[config.mk]
export PLATFORM = sky130hd
export DESIGN_NAME = seg7_scan_driver_flat
export DESIGN_NICKNAME = d
export VERILOG_FILES = /design/src/rtl/seg7_pkg.sv /design/src/rtl/seg7_scan_driver_if.sv /design/src/rtl/seg7_decode.sv /design/src/rtl/seg7_scan_driver.sv /design/src/flat_wrapper.sv
export SDC_FILE = /design/constraint.sdc
export NUM_CORES = 1
export LEC_CHECK = 0
export CORE_MARGIN = 4
export CORE_UTILIZATION = 31
export CTS_CLUSTER_DIAMETER = 50
export DETAILED_ROUTE_END_ITERATION = 8
export PLACE_DENSITY = 0.48
export SYNTH_ARGS = -nofsm -noshare
export SYNTH_HDL_FRONTEND = slang
export SYNTH_HIERARCHICAL = 1
export SYNTH_SLANG_ARGS = --single-unit
[constraint.sdc]
create_clock -name clk -period 3.95 [get_ports clk]
set_clock_uncertainty 0.15 [all_clocks]
set_input_delay 0.79 -clock clk [delete_from_list [all_inputs] [get_ports clk]]
set_output_delay 0.79 -clock clk [all_outputs]
set_load 0.03 [all_outputs]
[src/rtl/seg7_pkg.sv]
`default_nettype none
// +----------------------------------------------------------------------+
// | Module   : seg7_pkg                                                  |
// | Purpose  : Shared constants and helpers for the seven-segment scan   |
// |            driver: blank pattern, hex decode table, slot length and  |
// |            counter width helpers.                                    |
// | Revision : 1.0                                                       |
// +----------------------------------------------------------------------+
package seg7_pkg;

  // Active-low {g,f,e,d,c,b,a}: all segments off.
  localparam logic [6:0] SEG_BLANK = 7'h7F;

  // Active-low {g,f,e,d,c,b,a} patterns for hex digits 0..F.
  localparam logic [6:0] SEG_TABLE [16] = '{
    7'h40, 7'h79, 7'h24, 7'h30,   // 0 1 2 3
    7'h19, 7'h12, 7'h02, 7'h78,   // 4 5 6 7
    7'h00, 7'h10, 7'h08, 7'h03,   // 8 9 A b
    7'h46, 7'h21, 7'h06, 7'h0E    // C d E F
  };

  // Clock cycles per digit slot.
  function automatic int tick_cycles(input int clk_hz, input int refresh_hz);
    return clk_hz / refresh_hz;
  endfunction

  // Bits needed to count 0..n-1 (never less than one bit).
  function automatic int width_for(input int n);
    return (n <= 2) ? 1 : $clog2(n);
  endfunction

endpackage : seg7_pkg
`default_nettype wire

[src/rtl/seg7_scan_driver_if.sv]
`default_nettype none
// +----------------------------------------------------------------------+
// | Module   : seg7_scan_driver_if                                       |
// | Purpose  : Display value/control inputs and board pin outputs of     |
// |            the scan driver.                                          |
// | Ports    : en, value[4*DIGITS], dp_in[DIGITS], load, blank_lz  (in)  |
// |            an[DIGITS], seg[7], dp, frame_done                  (out) |
// |            master = core side, slave = driver side                   |
// | Revision : 1.0                                                       |
// +----------------------------------------------------------------------+
interface seg7_scan_driver_if #(
  parameter int DIGITS = 4
);
  logic                  en;
  logic [4*DIGITS-1:0]   value;
  logic [DIGITS-1:0]     dp_in;
  logic                  load;
  logic                  blank_lz;
  logic [DIGITS-1:0]     an;
  logic [6:0]            seg;
  logic                  dp;
  logic                  frame_done;

  modport master (
    output en, value, dp_in, load, blank_lz,
    input  an, seg, dp, frame_done
  );

  modport slave (
    input  en, value, dp_in, load, blank_lz,
    output an, seg, dp, frame_done
  );
endinterface : seg7_scan_driver_if
`default_nettype wire

[src/rtl/seg7_decode.sv]
`default_nettype none
// +----------------------------------------------------------------------+
// | Module   : seg7_decode                                               |
// | Purpose  : Combinational hex nibble to active-low segment pattern.   |
// | Ports    : i_nibble[4] hex digit, i_blank forces all segments off,   |
// |            o_seg[7] {g,f,e,d,c,b,a} active-low                       |
// | Revision : 1.0                                                       |
// +----------------------------------------------------------------------+
module seg7_decode
  import seg7_pkg::*;
(
  input  wire logic [3:0] i_nibble,
  input  wire logic       i_blank,
  output logic      [6:0] o_seg
);

  always_comb begin
    o_seg = SEG_TABLE[i_nibble];
    if (i_blank) begin
      o_seg = SEG_BLANK;
    end
  end

endmodule : seg7_decode
`default_nettype wire

[src/rtl/seg7_scan_driver.sv]
`default_nettype none
// +----------------------------------------------------------------------+
// | Module   : seg7_scan_driver                                          |
// | Purpose  : Multiplexed DIGITS-wide seven-segment scan engine with    |
// |            hex decode, decimal points, leading-zero blanking, dead   |
// |            time between digits and frame-synchronous value updates.  |
// | Ports    : clk, rst (async, active-high)                             |
// |            bus (slave): en, value, dp_in, load, blank_lz in;         |
// |                         an, seg, dp, frame_done out (registered)     |
// | Revision : 1.0                                                       |
// +----------------------------------------------------------------------+
module seg7_scan_driver
  import seg7_pkg::*;
#(
  parameter int DIGITS      = 4,
  parameter int CLK_HZ      = 100_000_000,
  parameter int REFRESH_HZ  = 1000,
  parameter int DEAD_CYCLES = 16
) (
  input  wire logic          clk,
  input  wire logic          rst,
  seg7_scan_driver_if.slave  bus
);

  localparam int TICK   = tick_cycles(CLK_HZ, REFRESH_HZ);
  localparam int SLOT_W = width_for(TICK);
  localparam int DIG_W  = width_for(DIGITS);
  localparam int NIB_W  = 4 * DIGITS;

  localparam logic [SLOT_W-1:0] C_SLOT_LAST  = SLOT_W'(TICK - 1);
  localparam logic [SLOT_W-1:0] C_DEAD       = SLOT_W'(DEAD_CYCLES);
  localparam logic [DIG_W-1:0]  C_DIGIT_LAST = DIG_W'(DIGITS - 1);

  // Scan state
  logic [SLOT_W-1:0] r_slot;
  logic [DIG_W-1:0]  r_digit;

  // Pending (written by load) and display (sampled at frame start)
  logic [NIB_W-1:0]  r_pend_val;
  logic [DIGITS-1:0] r_pend_dp;
  logic [NIB_W-1:0]  r_disp_val;
  logic [DIGITS-1:0] r_disp_dp;

  // Registered outputs
  logic [DIGITS-1:0] r_an;
  logic [6:0]        r_seg;
  logic              r_dp;
  logic              r_frame_done;

  logic              w_frame_start;
  logic [NIB_W-1:0]  w_new_val;
  logic [DIGITS-1:0] w_new_dp;
  logic [NIB_W-1:0]  w_cur_val;
  logic [DIGITS-1:0] w_cur_dp;
  logic [DIGITS:0]   w_zero_from;
  logic [3:0]        w_nibble;
  logic              w_dp_bit;
  logic              w_lead_zero;
  logic [DIGITS-1:0] w_an_lit;
  logic [6:0]        w_seg_dec;
  logic [SLOT_W-1:0] w_slot_nxt;
  logic [DIG_W-1:0]  w_digit_nxt;
  logic [DIGITS-1:0] w_an_nxt;
  logic [6:0]        w_seg_nxt;
  logic              w_dp_nxt;
  logic              w_fd_nxt;

  // Counters sit at 0 while disabled, so the first enabled cycle is
  // automatically a frame start.
  assign w_frame_start = bus.en && (r_slot == '0) && (r_digit == '0);

  // A load coinciding with the frame start goes straight to the display.
  assign w_new_val = bus.load ? bus.value : r_pend_val;
  assign w_new_dp  = bus.load ? bus.dp_in : r_pend_dp;

  // Decode from the value the display register is about to hold so the
  // frame-start cycle already uses the new frame's contents.
  assign w_cur_val = w_frame_start ? w_new_val : r_disp_val;
  assign w_cur_dp  = w_frame_start ? w_new_dp  : r_disp_dp;

  // w_zero_from[k]: nibbles k..DIGITS-1 are all zero. Bit 0 is tied low
  // because the rightmost digit is always shown.
  assign w_zero_from[DIGITS] = 1'b1;
  assign w_zero_from[0]      = 1'b0;

  for (genvar k = 1; k < DIGITS; k++) begin : g_lz
    assign w_zero_from[k] = (w_cur_val[4*k +: 4] == 4'h0) && w_zero_from[k+1];
  end

  // Select the current digit's nibble, dp bit, blank flag and anode.
  always_comb begin
    w_nibble    = 4'h0;
    w_dp_bit    = 1'b0;
    w_lead_zero = 1'b0;
    w_an_lit    = '1;
    for (int i = 0; i < DIGITS; i++) begin
      if (r_digit == DIG_W'(i)) begin
        w_nibble    = w_cur_val[4*i +: 4];
        w_dp_bit    = w_cur_dp[i];
        w_lead_zero = w_zero_from[i];
        w_an_lit[i] = 1'b0;
      end
    end
  end

  seg7_decode u_decode (
    .i_nibble (w_nibble),
    .i_blank  (bus.blank_lz && w_lead_zero),
    .o_seg    (w_seg_dec)
  );

  // Next-state and next-output logic
  always_comb begin
    w_slot_nxt  = r_slot;
    w_digit_nxt = r_digit;
    w_an_nxt    = '1;
    w_seg_nxt   = SEG_BLANK;
    w_dp_nxt    = 1'b1;
    w_fd_nxt    = 1'b0;
    if (!bus.en) begin
      w_slot_nxt  = '0;
      w_digit_nxt = '0;
    end else begin
      if (r_slot == C_SLOT_LAST) begin
        w_slot_nxt  = '0;
        w_digit_nxt = (r_digit == C_DIGIT_LAST) ? '0 : r_digit + 1'b1;
      end else begin
        w_slot_nxt  = r_slot + 1'b1;
      end
      // Anodes stay off for the first DEAD_CYCLES of a slot so the
      // previous digit's segments never bleed into the next anode.
      if (r_slot >= C_DEAD) begin
        w_an_nxt  = w_an_lit;
        w_seg_nxt = w_seg_dec;
        w_dp_nxt  = ~w_dp_bit;
      end
      w_fd_nxt = (r_digit == C_DIGIT_LAST) && (r_slot == C_SLOT_LAST);
    end
  end

  always_ff @(posedge clk or posedge rst) begin
    if (rst) begin
      r_slot       <= '0;
      r_digit      <= '0;
      r_pend_val   <= '0;
      r_pend_dp    <= '0;
      r_disp_val   <= '0;
      r_disp_dp    <= '0;
      r_an         <= '1;
      r_seg        <= SEG_BLANK;
      r_dp         <= 1'b1;
      r_frame_done <= 1'b0;
    end else begin
      r_slot       <= w_slot_nxt;
      r_digit      <= w_digit_nxt;
      r_an         <= w_an_nxt;
      r_seg        <= w_seg_nxt;
      r_dp         <= w_dp_nxt;
      r_frame_done <= w_fd_nxt;
      if (bus.load) begin
        r_pend_val <= bus.value;
        r_pend_dp  <= bus.dp_in;
      end
      if (w_frame_start) begin
        r_disp_val <= w_new_val;
        r_disp_dp  <= w_new_dp;
      end
    end
  end

  assign bus.an         = r_an;
  assign bus.seg        = r_seg;
  assign bus.dp         = r_dp;
  assign bus.frame_done = r_frame_done;

endmodule : seg7_scan_driver
`default_nettype wire
[src/flat_wrapper.sv]
// flat-port wrapper written by rule: the top's interface ports become plain ports
module seg7_scan_driver_flat import seg7_pkg::*;
#(
  parameter int DIGITS      = 4,
  parameter int CLK_HZ      = 100_000_000,
  parameter int REFRESH_HZ  = 1000,
  parameter int DEAD_CYCLES = 16
)
  (clk, rst, bus_en, bus_value, bus_dp_in, bus_load, bus_blank_lz, bus_an, bus_seg, bus_dp, bus_frame_done);
  seg7_scan_driver_if #(.DIGITS(DIGITS)) bus_i ();
  input  wire logic clk;
  input  wire logic rst;
  input wire logic [$bits(bus_i.en)-1:0] bus_en;
  input wire logic [$bits(bus_i.value)-1:0] bus_value;
  input wire logic [$bits(bus_i.dp_in)-1:0] bus_dp_in;
  input wire logic [$bits(bus_i.load)-1:0] bus_load;
  input wire logic [$bits(bus_i.blank_lz)-1:0] bus_blank_lz;
  output wire logic [$bits(bus_i.an)-1:0] bus_an;
  output wire logic [$bits(bus_i.seg)-1:0] bus_seg;
  output wire logic [$bits(bus_i.dp)-1:0] bus_dp;
  output wire logic [$bits(bus_i.frame_done)-1:0] bus_frame_done;
  assign bus_i.en = bus_en;
  assign bus_i.value = bus_value;
  assign bus_i.dp_in = bus_dp_in;
  assign bus_i.load = bus_load;
  assign bus_i.blank_lz = bus_blank_lz;
  assign bus_an = bus_i.an;
  assign bus_seg = bus_i.seg;
  assign bus_dp = bus_i.dp;
  assign bus_frame_done = bus_i.frame_done;
  seg7_scan_driver #(.DIGITS(DIGITS), .CLK_HZ(CLK_HZ), .REFRESH_HZ(REFRESH_HZ), .DEAD_CYCLES(DEAD_CYCLES)) u_core (.clk(clk), .rst(rst), .bus(bus_i));
endmodule
==> impl_metrics.json <==
{
  "setup_viol": 0,
  "critPathMaxFanout": 16,
  "synth_area_per_cell_sq_um": 11.1,
  "clockBufferDepth": 2,
  "max_cap_violations": 0,
  "run_status": "complete, no violations",
  "crit_chain": "inv_1 > ha_1 > nand4_1 > nor2_2 > buf_12 > mux2_2 > a21oi_1 > nor3_2 > inv_1 > ha_1 > nor2b_1 > a2111oi_0 > a31oi_1 > nand2b_1",
  "dieArea_sq_um": 13200,
  "antenna_found_initial": 0,
  "period_needed_ns": 3.55,
  "syn2layout_area_growth_pct": 25.2,
  "synth_cells": 321,
  "yosysMostFrequentCell": "dfrtp_1",
  "ctsRootBufferMaster": "clkbuf_16",
  "htreeDepth": 3,
  "slew_viol_final": 0,
  "endpoint_kind": "flip-flop",
  "arrival_ns": 3.64,
  "num_antenna_cells": 0,
  "ios": 38,
  "cp_slowest_cell": "dfrtp_1",
  "clkLatencyLatePin_ns": 0.33,
  "track_usage": 0.124,
  "dr.pass1.iters": 4,
  "initial_core_util": 0.322,
  "critical-path-top-delay-family": "simple AND/OR/NAND/NOR gates",
  "worst_pin_slew_ns": 0.602,
  "grt_pass1_wl_microns": 12900,
  "leakage_nw": 1.84,
  "hp-class": "reg2reg",
  "max-vdd-ir-drop_uv": 251,
  "powerDensity_nw_per_um2": 461,
  "drcViolationCount": 0,
  "synthesis.area_sq_um": 3550,
  "required_ns": 4.04,
  "rsz0062_at_grt": "no",
  "drt_wl_total_microns": 7770,
  "via_per_inst": 4.79,
  "fin_crit_sh": 0.899,
  "critPathKind": "reg2reg",
  "post-synth-top-area-cell": "dfrtp_1",
  "rows": 38,
  "synth_nets": 359,
  "clk_pin_slew_ns": 0.06,
  "synth_edf_count": 0,
  "io_buffer_count": 37,
  "core_area_sq_um": 11000,
  "die-width_microns": 115,
  "tns_ns": 0,
  "gp_congestion": 0.815,
  "yosys.area.top_type_share": 0.423,
  "final_nets": 406,
  "hold_ws_ns": 0.344,
  "drive_gt1_frac": 0.231,
  "cts_tree": "yes",
  "cts_hold_buf": 0,
  "overflow": 0,
  "slew_headroom": 0.598,
  "ys_types": 51,
  "detail_route.wl_per_cell_microns": 15.1,
  "cts_sinks": 72,
  "fmax_mhz": 281,
  "final_hold_viol_count": 0,
  "synthTopCellsByCount": "dfrtp_1 (60), mux2_2 (34), nor2_1 (26)",
  "rrSetupSlack_ns": 0.40,
  "dpl.hpwl_microns": 5620,
  "synth-seq-cells": 72,
  "drt-initial-drc-count": 72,
  "yosys-top-cells-area": "dfrtp_1 (42%), mux2_2 (11%), dfstp_2 (8.9%)",
  "ys.warnings.count": 6,
  "async_reset_ff_frac": 1.00,
  "path_buf_inv": 3,
  "die_h_microns": 115,
  "startpoint_type": "flip-flop",
  "drtAntennaViolNets": 0,
  "cts_made_buffers": 9,
  "synth-main-ff-cell": "dfrtp_1",
  "vias": 2455,
  "slowest_delay_ns": 0.42,
  "grt_pass1_vias": 2543,
  "ys_seq_area_frac": 0.511,
  "grt_start_max_net_pins": 29
}
==> where the power goes <==
part           internal [mW]  switching [mW]
combinational          0.189           0.190
sequential             0.819          0.0337
clock                  0.508           0.311
total                   1.52           0.534
==> repair_timing <==
item | 4_1_cts | 5_1_grt
setup buffers | 0 | 0
setup endpoints to repair | 0 | 2
gates resized for setup | 0 | 1
==> path summary, 6_finish.rpt <==
| kind | end | depth (start not counted) | from |
|---|---|---|---|
| worst max-delay path | u_core/bus.seg[3] | 14 | u_core/r_digit[0] |
| worst min-delay path | u_core/r_pend_dp[2] | 1 | u_core/r_pend_dp[2] |
| worst max register to register | u_core/bus.seg[3] | 14 | u_core/r_digit[0] |
| worst min register to register | u_core/r_pend_dp[2] | 1 | u_core/r_pend_dp[2] |
| max in group asynchronous | u_core/bus.an[0] | 3 | rst |
| min in group asynchronous | u_core/r_pend_val[12] | 2 | rst |
==> metrics by stage <==
step	instance area, sq um	instances	power [mW]	utilization	setup slack, ns
3_5_place_dp	4140	497	1.24	0.375	-0.0980
5_1_grt	4450	513	2.16	0.403	0.122
3_3_place_gp	4140	497	1.24	0.375	0.00734
2_1_floorplan	3550	321	1.13	-	0.575
4_1_cts	4450	513	2.08	0.403	0.198
6_report	4450	513	2.05	0.403	0.398
==> kinds of logic after synthesis <==
logic type,count (synthesis),share of synthesized area
simple gates,103,0.155
compound gates,50,0.0944
xor+xnor,12,0.0296
fa+ha+maj,13,0.0458
buf+inv,32,0.0412
mux,39,0.123
flops,72,0.511
==> layer usage <==
| metal | track usage | vias up | part of all wire | wire length [microns] |
|---|---|---|---|---|
| li1 | - | 1230 | - | - |
| met1 | 0.169 | 1181 | 0.49 | 3830 |
| met2 | 0.193 | 38 | 0.46 | 3540 |
| met3 | 0.0374 | 6 | 0.043 | 335 |
| met4 | 0.0305 | 0 | 0.0081 | 63 |
| met5 | 0 | - | 0 | 0 |
==> placed cells by master (no fill, tap or decap), drive strengths merged, types with 4 or more instances in the layout <==
| cell type | Yosys | routed |
|---|---|---|
| nand2 | 19 | 19 |
| o22ai | 4 | 4 |
| mux2i | 4 | 4 |
| ha | 13 | 13 |
| inv | 18 | 19 |
| or3 | 4 | 4 |
| and3 | 6 | 6 |
| nor4 | 7 | 7 |
| a31oi | 8 | 8 |
| nor3 | 6 | 6 |
| xor2 | 10 | 10 |
| clkbuf | 5 | 10 |
| dfstp | 12 | 12 |
| buf | 8 | 12 |
| mux2 | 35 | 35 |
| a21oi | 9 | 9 |
| nand4 | 6 | 6 |
| dfrtp | 60 | 60 |
| nor2 | 27 | 27 |
| nand2b | 8 | 8 |
| clkdlybuf4s50 | 0 | 37 |
| nand3 | 9 | 9 |
| o21ai | 12 | 12 |
==> flip-flops by register name (all words and copies together) (netlist names) <==
name	count
u_core/bus.frame_done	1
u_core/bus.seg	7
u_core/r_pend_val	16
u_core/bus.an	4
u_core/bus.dp	1
u_core/r_pend_dp	4
u_core/r_slot	17
u_core/r_disp_val	16
u_core/r_digit	2
u_core/r_disp_dp	4
==> worst reg2reg max path: cells and delay by family (launching register included) <==
kind | cells | cell delay, ns
flip-flops | 1 | 0.42
buffers and inverters | 3 | 0.45
multiplexers | 1 | 0.19
AND/OR/NAND/NOR | 5 | 1.08
AO/OA/AOI/OAI | 3 | 0.54
adder cells (fa/ha/maj) | 2 | 0.65
==> cell type report <==
cell class,count,area (sq um)
clock inverters,6,67.6
well taps,140,175
fillers,1082,6580
clock buffers,10,239
multi-input cells,217,1600
inverters,19,71.3
repair buffers,49,485
flip-flops and latches,72,1820
No activity file was read; power rests on OpenSTA's default activity.
